**src/rtl/reset_seq_pkg.sv**
```systemverilog
// Shared types and sizing helpers for the board reset sequencer.
// Covers the sequencer state encoding, reset-cause codes and counter width.
package reset_seq_pkg;

  typedef enum logic [1:0] {
    ASSERT  = 2'd0,
    STRETCH = 2'd1,
    RELEASE = 2'd2,
    RUN     = 2'd3
  } seq_state_e;

  typedef enum logic [1:0] {
    CAUSE_POR    = 2'd0,
    CAUSE_LOCK   = 2'd1,
    CAUSE_SWITCH = 2'd2,
    CAUSE_SOFT   = 2'd3
  } cause_e;

  // Wide enough to count 0 .. max-1 for the largest of the three periods.
  function automatic int cnt_width(input int a, input int b, input int c);
    int m;
    m = a;
    if (b > m) m = b;
    if (c > m) m = c;
    return (m > 1) ? $clog2(m) : 1;
  endfunction

endpackage

```
**src/rtl/sync_debounce.sv**
```systemverilog
// Multi-flop synchroniser followed by a consecutive-cycle debouncer.
// With DEBOUNCE_CYCLES = 1 it degenerates to a synchroniser plus one qualify flop.
module sync_debounce
  import reset_seq_pkg::*;
#(
  parameter int SYNC_STAGES     = 2,
  parameter int DEBOUNCE_CYCLES = 1
) (
  input  logic clock,
  input  logic reset,
  input  logic i_async,
  output logic o_level
);

  localparam int CNT_W = cnt_width(DEBOUNCE_CYCLES, 1, 1);
  localparam logic [CNT_W-1:0] CNT_LAST = CNT_W'(DEBOUNCE_CYCLES - 1);

  logic [SYNC_STAGES-1:0] r_sync;
  logic [CNT_W-1:0]       r_cnt;
  logic                   r_level;
  logic                   w_sync_out;

  // Bit 0 is the metastability catcher; only the last stage is consumed.
  always_ff @(posedge clock) begin
    if (reset) begin
      r_sync <= '0;
    end else begin
      r_sync <= {r_sync[SYNC_STAGES-2:0], i_async};
    end
  end

  assign w_sync_out = r_sync[SYNC_STAGES-1];

  always_ff @(posedge clock) begin
    if (reset) begin
      r_cnt   <= '0;
      r_level <= 1'b0;
    end else if (w_sync_out == r_level) begin
      r_cnt <= '0;
    end else if (r_cnt == CNT_LAST) begin
      r_level <= w_sync_out;
      r_cnt   <= '0;
    end else begin
      r_cnt <= r_cnt + CNT_W'(1);
    end
  end

  assign o_level = r_level;

endmodule

```
**src/rtl/reset_sequencer.sv**
```systemverilog
// Board reset sequencer: merges PLL lock, debounced switch and software request,
// stretches the reset, then releases NUM_OUTPUTS domains in order (bit 0 first).
module reset_sequencer
  import reset_seq_pkg::*;
#(
  parameter int NUM_OUTPUTS     = 2,
  parameter int SYNC_STAGES     = 2,
  parameter int DEBOUNCE_CYCLES = 1000000,
  parameter int STRETCH_CYCLES  = 16,
  parameter int RELEASE_GAP     = 8
) (
  input  logic                   clock,
  input  logic                   reset,
  input  logic                   io_locked,
  input  logic                   io_resetSwitch,
  input  logic                   io_softReset,
  output logic [NUM_OUTPUTS-1:0] io_resetOut,
  output logic                   io_busy,
  output logic [1:0]             io_cause
);

  localparam int CNT_W = cnt_width(DEBOUNCE_CYCLES, STRETCH_CYCLES, RELEASE_GAP);
  localparam int IDX_W = (NUM_OUTPUTS > 1) ? $clog2(NUM_OUTPUTS) : 1;
  localparam logic [CNT_W-1:0] STRETCH_LAST = CNT_W'(STRETCH_CYCLES - 1);
  localparam logic [CNT_W-1:0] GAP_LAST     = CNT_W'(RELEASE_GAP - 1);
  localparam logic [IDX_W-1:0] IDX_LAST     = IDX_W'((NUM_OUTPUTS > 1) ? NUM_OUTPUTS - 2 : 0);
  localparam logic [NUM_OUTPUTS-1:0] ALL_ON = '1;

  seq_state_e             r_state;
  seq_state_e             w_state_next;
  logic [CNT_W-1:0]       r_cnt;
  logic [CNT_W-1:0]       w_cnt_next;
  logic [IDX_W-1:0]       r_idx;
  logic [IDX_W-1:0]       w_idx_next;
  logic [NUM_OUTPUTS-1:0] r_out;
  logic [NUM_OUTPUTS-1:0] w_out_next;
  logic                   r_busy;
  cause_e                 r_cause;
  cause_e                 w_cause_next;
  cause_e                 w_req_cause;

  logic w_locked;
  logic w_switch;
  logic w_req;
  logic w_reassert;

  sync_debounce #(
    .SYNC_STAGES    (SYNC_STAGES),
    .DEBOUNCE_CYCLES(1)
  ) u_lock_sync (
    .clock  (clock),
    .reset  (reset),
    .i_async(io_locked),
    .o_level(w_locked)
  );

  sync_debounce #(
    .SYNC_STAGES    (SYNC_STAGES),
    .DEBOUNCE_CYCLES(DEBOUNCE_CYCLES)
  ) u_switch_db (
    .clock  (clock),
    .reset  (reset),
    .i_async(io_resetSwitch),
    .o_level(w_switch)
  );

  assign w_req      = !w_locked | w_switch | io_softReset;
  assign w_reassert = (r_state != ASSERT) && w_req;

  // Later assignments win, giving LOCK > SWITCH > SOFT.
  always_comb begin
    w_req_cause = CAUSE_SOFT;
    if (w_switch)  w_req_cause = CAUSE_SWITCH;
    if (!w_locked) w_req_cause = CAUSE_LOCK;
  end

  always_ff @(posedge clock) begin
    if (reset) begin
      r_state <= ASSERT;
      r_cnt   <= '0;
      r_idx   <= '0;
      r_out   <= ALL_ON;
      r_busy  <= 1'b1;
      r_cause <= CAUSE_POR;
    end else begin
      r_state <= w_state_next;
      r_cnt   <= w_cnt_next;
      r_idx   <= w_idx_next;
      r_out   <= w_out_next;
      r_busy  <= |w_out_next;
      r_cause <= w_cause_next;
    end
  end

  always_comb begin
    w_state_next = r_state;
    case (r_state)
      ASSERT: begin
        if (!w_req) w_state_next = STRETCH;
      end
      STRETCH: begin
        if (w_req) begin
          w_state_next = ASSERT;
        end else if (r_cnt == STRETCH_LAST) begin
          w_state_next = (NUM_OUTPUTS == 1) ? RUN : RELEASE;
        end
      end
      RELEASE: begin
        if (w_req) begin
          w_state_next = ASSERT;
        end else if ((r_cnt == GAP_LAST) && (r_idx == IDX_LAST)) begin
          w_state_next = RUN;
        end
      end
      RUN: begin
        if (w_req) w_state_next = ASSERT;
      end
      default: w_state_next = ASSERT;
    endcase
  end

  // Outputs form a thermometer code, so each release is a left shift by one.
  always_comb begin
    w_cnt_next   = r_cnt;
    w_idx_next   = r_idx;
    w_out_next   = r_out;
    w_cause_next = r_cause;
    if (w_reassert) begin
      w_cnt_next   = '0;
      w_idx_next   = '0;
      w_out_next   = ALL_ON;
      w_cause_next = w_req_cause;
    end else begin
      case (r_state)
        ASSERT: begin
          w_cnt_next = '0;
          w_idx_next = '0;
          w_out_next = ALL_ON;
        end
        STRETCH: begin
          if (r_cnt == STRETCH_LAST) begin
            w_cnt_next = '0;
            w_idx_next = '0;
            w_out_next = r_out << 1;
          end else begin
            w_cnt_next = r_cnt + CNT_W'(1);
          end
        end
        RELEASE: begin
          if (r_cnt == GAP_LAST) begin
            w_cnt_next = '0;
            w_idx_next = r_idx + IDX_W'(1);
            w_out_next = r_out << 1;
          end else begin
            w_cnt_next = r_cnt + CNT_W'(1);
          end
        end
        RUN: begin
          w_out_next = '0;
        end
        default: begin
          w_out_next = ALL_ON;
        end
      endcase
    end
  end

  assign io_resetOut = r_out;
  assign io_busy     = r_busy;
  assign io_cause    = r_cause;

endmodule

```
**config.mk**
```make
export PLATFORM = sky130hd
export DESIGN_NAME = reset_sequencer
export DESIGN_NICKNAME = d
export VERILOG_FILES = /design/src/rtl/reset_seq_pkg.sv /design/src/rtl/sync_debounce.sv /design/src/rtl/reset_sequencer.sv
export SDC_FILE = /design/constraint.sdc
export NUM_CORES = 1
export LEC_CHECK = 0
export BUFFER_PORTS_ARGS = -buffer_cell sky130_fd_sc_hd__clkbuf_2
export CORE_MARGIN = 3
export CORE_UTILIZATION = 40
export CTS_CLUSTER_DIAMETER = 60
export DETAILED_ROUTE_END_ITERATION = 7
export PLACE_DENSITY = 0.6
export SETUP_SLACK_MARGIN = 0.15
export SYNTH_ARGS = -nofsm -noshare
export SYNTH_HDL_FRONTEND = slang
export SYNTH_SLANG_ARGS = --single-unit
```
**constraint.sdc**
```tcl
create_clock -name clock -period 4.3 [get_ports clock]
set_clock_uncertainty 0.2 [all_clocks]
set_input_delay 0.215 -clock clock [delete_from_list [all_inputs] [get_ports clock]]
set_output_delay 0.215 -clock clock [all_outputs]
set_load 0.02 [all_outputs]
```
# Yosys cells after proc, flatten, opt, wreduce, memory -nomap -nowiden
# Index checks and enable logic that the tools add are counted.
# word_totals
out_inout_bits	5
register_bits	55
elab_cells	69
# classes
reduce_logical	14
bitwise_logic	6
n_eq_ne	14
n_addsub	4
muxes	19
# ops
operator	n
$pmux W20 S3	1
$add A20 B1 Y20 const B	2
$mux W20	2
$eq A20 B20 Y1 const B	1
$eq A20 B3 Y1 const B	1
$eq A20 B4 Y1 const B	1
$mux W2	10
$pmux W2 S4	2
$ne A2 B2 Y1 const B	4
$ne A3 B3 Y1 const B	2
$reduce_or A3 Y1	2
$eq A2 B2 Y1 const B	2
$not A1 Y1	4
$reduce_and A2 Y1	2
$reduce_and A4 Y1	1
$reduce_or A2 Y1	2
$mux W1	3
$pmux W1 S3	1
$reduce_and A3 Y1	1
$reduce_bool A3 Y1	1
$add A1 B1 Y1 const B	2
$eq A1 B1 Y1	2
$eq A2 B1 Y1 const B	1
$logic_and A1 B1 Y1	2
other kinds (4)	5

# Depth between registers and ports, before layout
# depth
depth_word	6
depth_mapped	8
mapped_depth_nobuf	7

# Cells and area by module
# Synthesis repeated with hierarchy kept, for this count alone.
# hier_totals
hier_cells	290
area_unflattened_um2	2643.8
# by_module_without_submodules
module	seq_area_each_um2	cells_each	n_inst	area_each_um2
reset_sequencer	560.5	166	1	1510.2
sync_debounce at u_switch_db	460.4	115	1	1018.5
sync_debounce at u_lock_sync	80.1	9	1	115.1

# Worst setup path before layout
# Ideal clock, no wire load.
# synth_timing
path_type	reg-to-reg
startpoint	reg r_state[0]
endpoint	reg r_cnt[6]
required_time_ns	4.026
path_stages_with_launch	9
setup_ns	0.074
setup_slack_ns	2.155
arrival_time_ns	1.870
path_cell_list	dfxtp_1 -> inv_1 -> ha_1 -> clkbuf_1 -> o21bai_1 -> a211oi_2 -> buf_2 -> o21ai_0 -> a31oi_1
# synth_between
elab_chain_cells	3
word_cells_on_any_way	8
classes_between	eq/ne (2); mux (1); reduce/logical (5)
# synth_lines
element	line	text
start: declaration	reset_sequencer.sv:29	seq_state_e r_state;
start signal: assignment	reset_sequencer.sv:86	r_state <= w_state_next;
parallel branches: the longest is 3 deep, another holds $pmux W20 S3	n/a	
end signal: assignment	reset_sequencer.sv:87	r_cnt <= w_cnt_next;
end: declaration	reset_sequencer.sv:31	logic [CNT_W-1:0] r_cnt;
# Parallel ways; which one is timed is not known.
# A chain may end at the register's enable or synchronous reset.

# Worst setup path in the final report
# layout_timing
startpoint	reg r_cnt[11]
endpoint	reg r_cnt[19]
# layout_between
elab_chain_cells	3
word_cells_on_any_way	6
classes_between	add/sub (1); eq/ne (2); mux (3)
# layout_lines
element	line	text
$add A20 B1 Y20 (tied with other cells)	reset_sequencer.sv:146, reset_sequencer.sv:155	
$mux W20 (on tied branches)	reset_sequencer.sv:150, reset_sequencer.sv:141	
$pmux W20 S3 *	reset_sequencer.sv:134	case (r_state)
# Mark *: on every way between the ends. The rest lies on a longest branch, timed or not.

==> metrics.md <==
| Metric | Value |
|---|---|
| Crit path cell chain | `nor4_1, nand4_1, o21ai_0, a211o_1, o21ai_0, a22o_1` |
| Multi-input gate area | `between 1000 and 1500 um2` |
| Max Clock Freq | `406 MHz` |
| Status | `finished, final reports clean` |
| Sw Ratio | `0.215` |
| DRC Markers | `0` |
| CP bufs+invs | `0` |
| Top Ports | `10` |
| Crit path launch type | `flip-flop` |
| Reg clk slew, reported paths | `~100 ps` |
| Actual slew at the worst max-slew pin | `714 ps` |
| Synth Area in XOR/XNOR | `0.0655` |
| Final RePlAce weighted congestion | `0.781` |
| Antenna Nets Post-Route | `0` |
| Via density | `5.42` |
| Clk_lat worst skew | `slightly above 300 ps` |
| Cell Pwr Density | `approximately 320 nW/um2` |
| Seq/Total Area, Yosys | `0.433` |
| Overall global routing resource usage | `0.142` |
| Top_reg_cell synth | `dfxtp_1` |
| Clock power frac | `0.401` |
| Die area | `around 7300 um2` |
| Die Wd | `between 80 and 90 um` |
| Die Span Y | `85.7 um` |
| Register Area | `1100 um2` |
| Post-Route WL | `4.86 mm` |
| Largest net degree at the start of global routing | `29` |
| Seq pwr share | `0.581` |
| P_int | `0.695 mW` |
| FFs w/ async S/R, synth | `0` |
| Clk buf depth | `2` |
| Initial core utilization | `0.422` |
| # Post-CTS Setup Buffers | `0` |
| Yosys warns | `0` |
| Fraction of layout cells with a size suffix above 1 | `0.0817` |
| Worst EP required | `~4300 ps` |
| Final Max Slew Viols | `0` |
| Final Setup Violations | `0` |
| Post-synth EDFFs | `0` |
| Hold-fix buffers, CTS | `2` |
| Critical path arrival | `between 2000 and 2500 ps` |
| Worst IR Drop VDD | `199 uV` |
| Largest family of logic cells by synthesized area | `simple AND/OR/NAND/NOR gates` |
| Synthesized area per cell | `about 8.6 um2` |
| Synth top area share | `0.433` |
| Critical path type | `flip-flop to flip-flop` |
| Synth top area cells | `dfxtp_1, nor2_1, xor2_1` |
| Initial antenna violation count | `0` |
| Most frequent CP cell | `o21ai_0` |
| Number of global-route vias before repair | `1900` |
| CP endpoint kind | `flip-flop` |
| Final setup margin | `1840 ps` |
| Depth of the CTS H-tree | `2` |
| CTS tree | `yes` |
| Syn-to-layout area delta | `9.36%` |
| Syn nets | `306` |
| Crit path largest cell delay | `500 ps` |
| Commonest non-fill, non-tap cells in the layout | `dfxtp_1, nor2_1, nand2_1, nand3_1, xor2_1` |
| CTS Sinks | `55` |
| Max-slew headroom | `0.520` |
| Worst hold path class | `primary input to flip-flop` |
| Pre-CTS WS | `roughly 1800 ps` |
| Lkg Pwr | `0.941 nW` |
| Detail Placement HPWL | `3.33 mm` |
| Core area | `6030 um2` |
| CTS Buf Count | `5` |
| CTS resizes | `0` |
| Adder-cell share of the synthesized area | `0.0296` |
| Cell variety after synth | `48` |
| Final Hold Fails | `0` |
| Clock Tree Root | `clkbuf_8` |
| Setup tns final | `0 ps` |
| Global route total overflow | `0` |
| Routed via count | `between 2000 and 2500` |
| # rows | `28` |
| Comb pwr share | `0.018` |
| DRT Pass-1 Iters | `4` |
| Post-synthesis mux area share | `0.0163` |
| Critical-path top delay cell | `o21ai_0` |
| Net switching power | `approximately 0.19 mW` |
| WL per Instance | `roughly 13 um` |
| Max_cap viols | `0` |
| Area leader, netlist | `dfxtp_1` |
| Fin crit share | `0.573` |
| Cell Area, Synth | `2540 um2` |
| Ant. Diodes | `0` |
| Synth Instances | `295` |
| FF-to-FF setup slack | `1840 ps` |
| Layout Nets | `316` |
| CP Max Fanout | `8` |
| Fill cells | `601` |
| Min Tclk post-route | `roughly 2500 ps` |
| Initial DRC Count | `112` |
| Unrepaired setup endpoints after global routing | `no` |
| Port-buffer cells | `9` |
| Compound-Gate Fraction of Synth Area | `0.142` |
| Most common cell after layout, fill and taps aside | `dfxtp_1` |
| Synthesized flop and latch total | `55` |
| Synth Area in Simple Gates | `0.281` |
| First-pass GRT wire length | `8.60 mm` |
| Critical path's top delay family | `compound AO/OA/AOI/OAI gates` |
state kept, by name (all words and copies together), names as in the netlist, 2 cells and up:
register            count
u_lock_sync.r_sync      2
u_switch_db.r_cnt      20
io_resetOut             2
r_cnt                  20
u_switch_db.r_sync      2
io_cause                2
r_state                 2
final cells by class:
class	count	area share
Clock inverter	3	0.0167
Tap cell	75	0.0338
Sequential cell	55	0.396
Timing Repair Buffer	12	0.0261
Multi-Input combinational cell	222	0.490
Inverter	9	0.0122
Clock buffer	5	0.0248
cell usage after synthesis (6+ instances only):
master,number
a31oi_1,14
nor4_1,7
o21ai_0,8
nor2_1,38
ha_1,6
nand4_1,10
dfxtp_1,55
nand2_1,26
and3_1,10
nand3_1,16
xor2_1,16
a21oi_1,12
inv_1,9
kinds of logic after synthesis:
kind of cell               Yosys count
and+or+nand+nor                    138
DFF                                 55
AOI/OAI and AO/OA                   54
xor gates and xnor gates            19
buffers and inverters               18
adders and majority gates            6
muxes                                4
other                                1
path summary, 6_finish.rpt:
check,startpoint,to,depth (start not counted)
worst max-delay path,r_cnt[11]$_SDFFE_PP0P_,r_cnt[19]$_SDFFE_PP0P_,6
worst min-delay path,reset,io_cause[1]$_SDFFE_PP0P_,2
worst min register to register,u_switch_db.r_sync[0]$_SDFF_PP0_,u_switch_db.r_sync[1]$_SDFF_PP0_,1
worst max register to register,r_cnt[11]$_SDFFE_PP0P_,r_cnt[19]$_SDFFE_PP0P_,6
per-stage QoR:
step | power (mW) | hold slack (ps) | instance area (um2) | util | cells
2_1_floorplan | 0.536 | 143 | 2540 | - | 295
3_3_place_gp | 0.541 | 228 | 2640 | 0.439 | 371
3_5_place_dp | 0.541 | 233 | 2640 | 0.439 | 371
4_1_cts | 0.898 | 23.6 | 2780 | 0.461 | 381
5_1_grt | 0.921 | 46.1 | 2780 | 0.461 | 381
6_report | 0.885 | 30.5 | 2780 | 0.461 | 381
metal layers:
layer,GRT usage,vias up,wire length [um]
met5,0,-,0
met4,0.0518,0,69
met3,0.0317,5,144
met2,0.219,27,2090
met1,0.196,949,2560
li1,-,1083,-
power groups by stage:
stage	Clock (mW)	Combinational, mW	Sequential [mW]
after floorplan	0	0.00990	0.526
after global placement	0	0.0150	0.526
after detailed placement	0	0.0151	0.526
after CTS	0.367	0.0166	0.514
after global routing	0.387	0.0184	0.515
final	0.355	0.0163	0.514
Power figures use the tool's default switching activity.
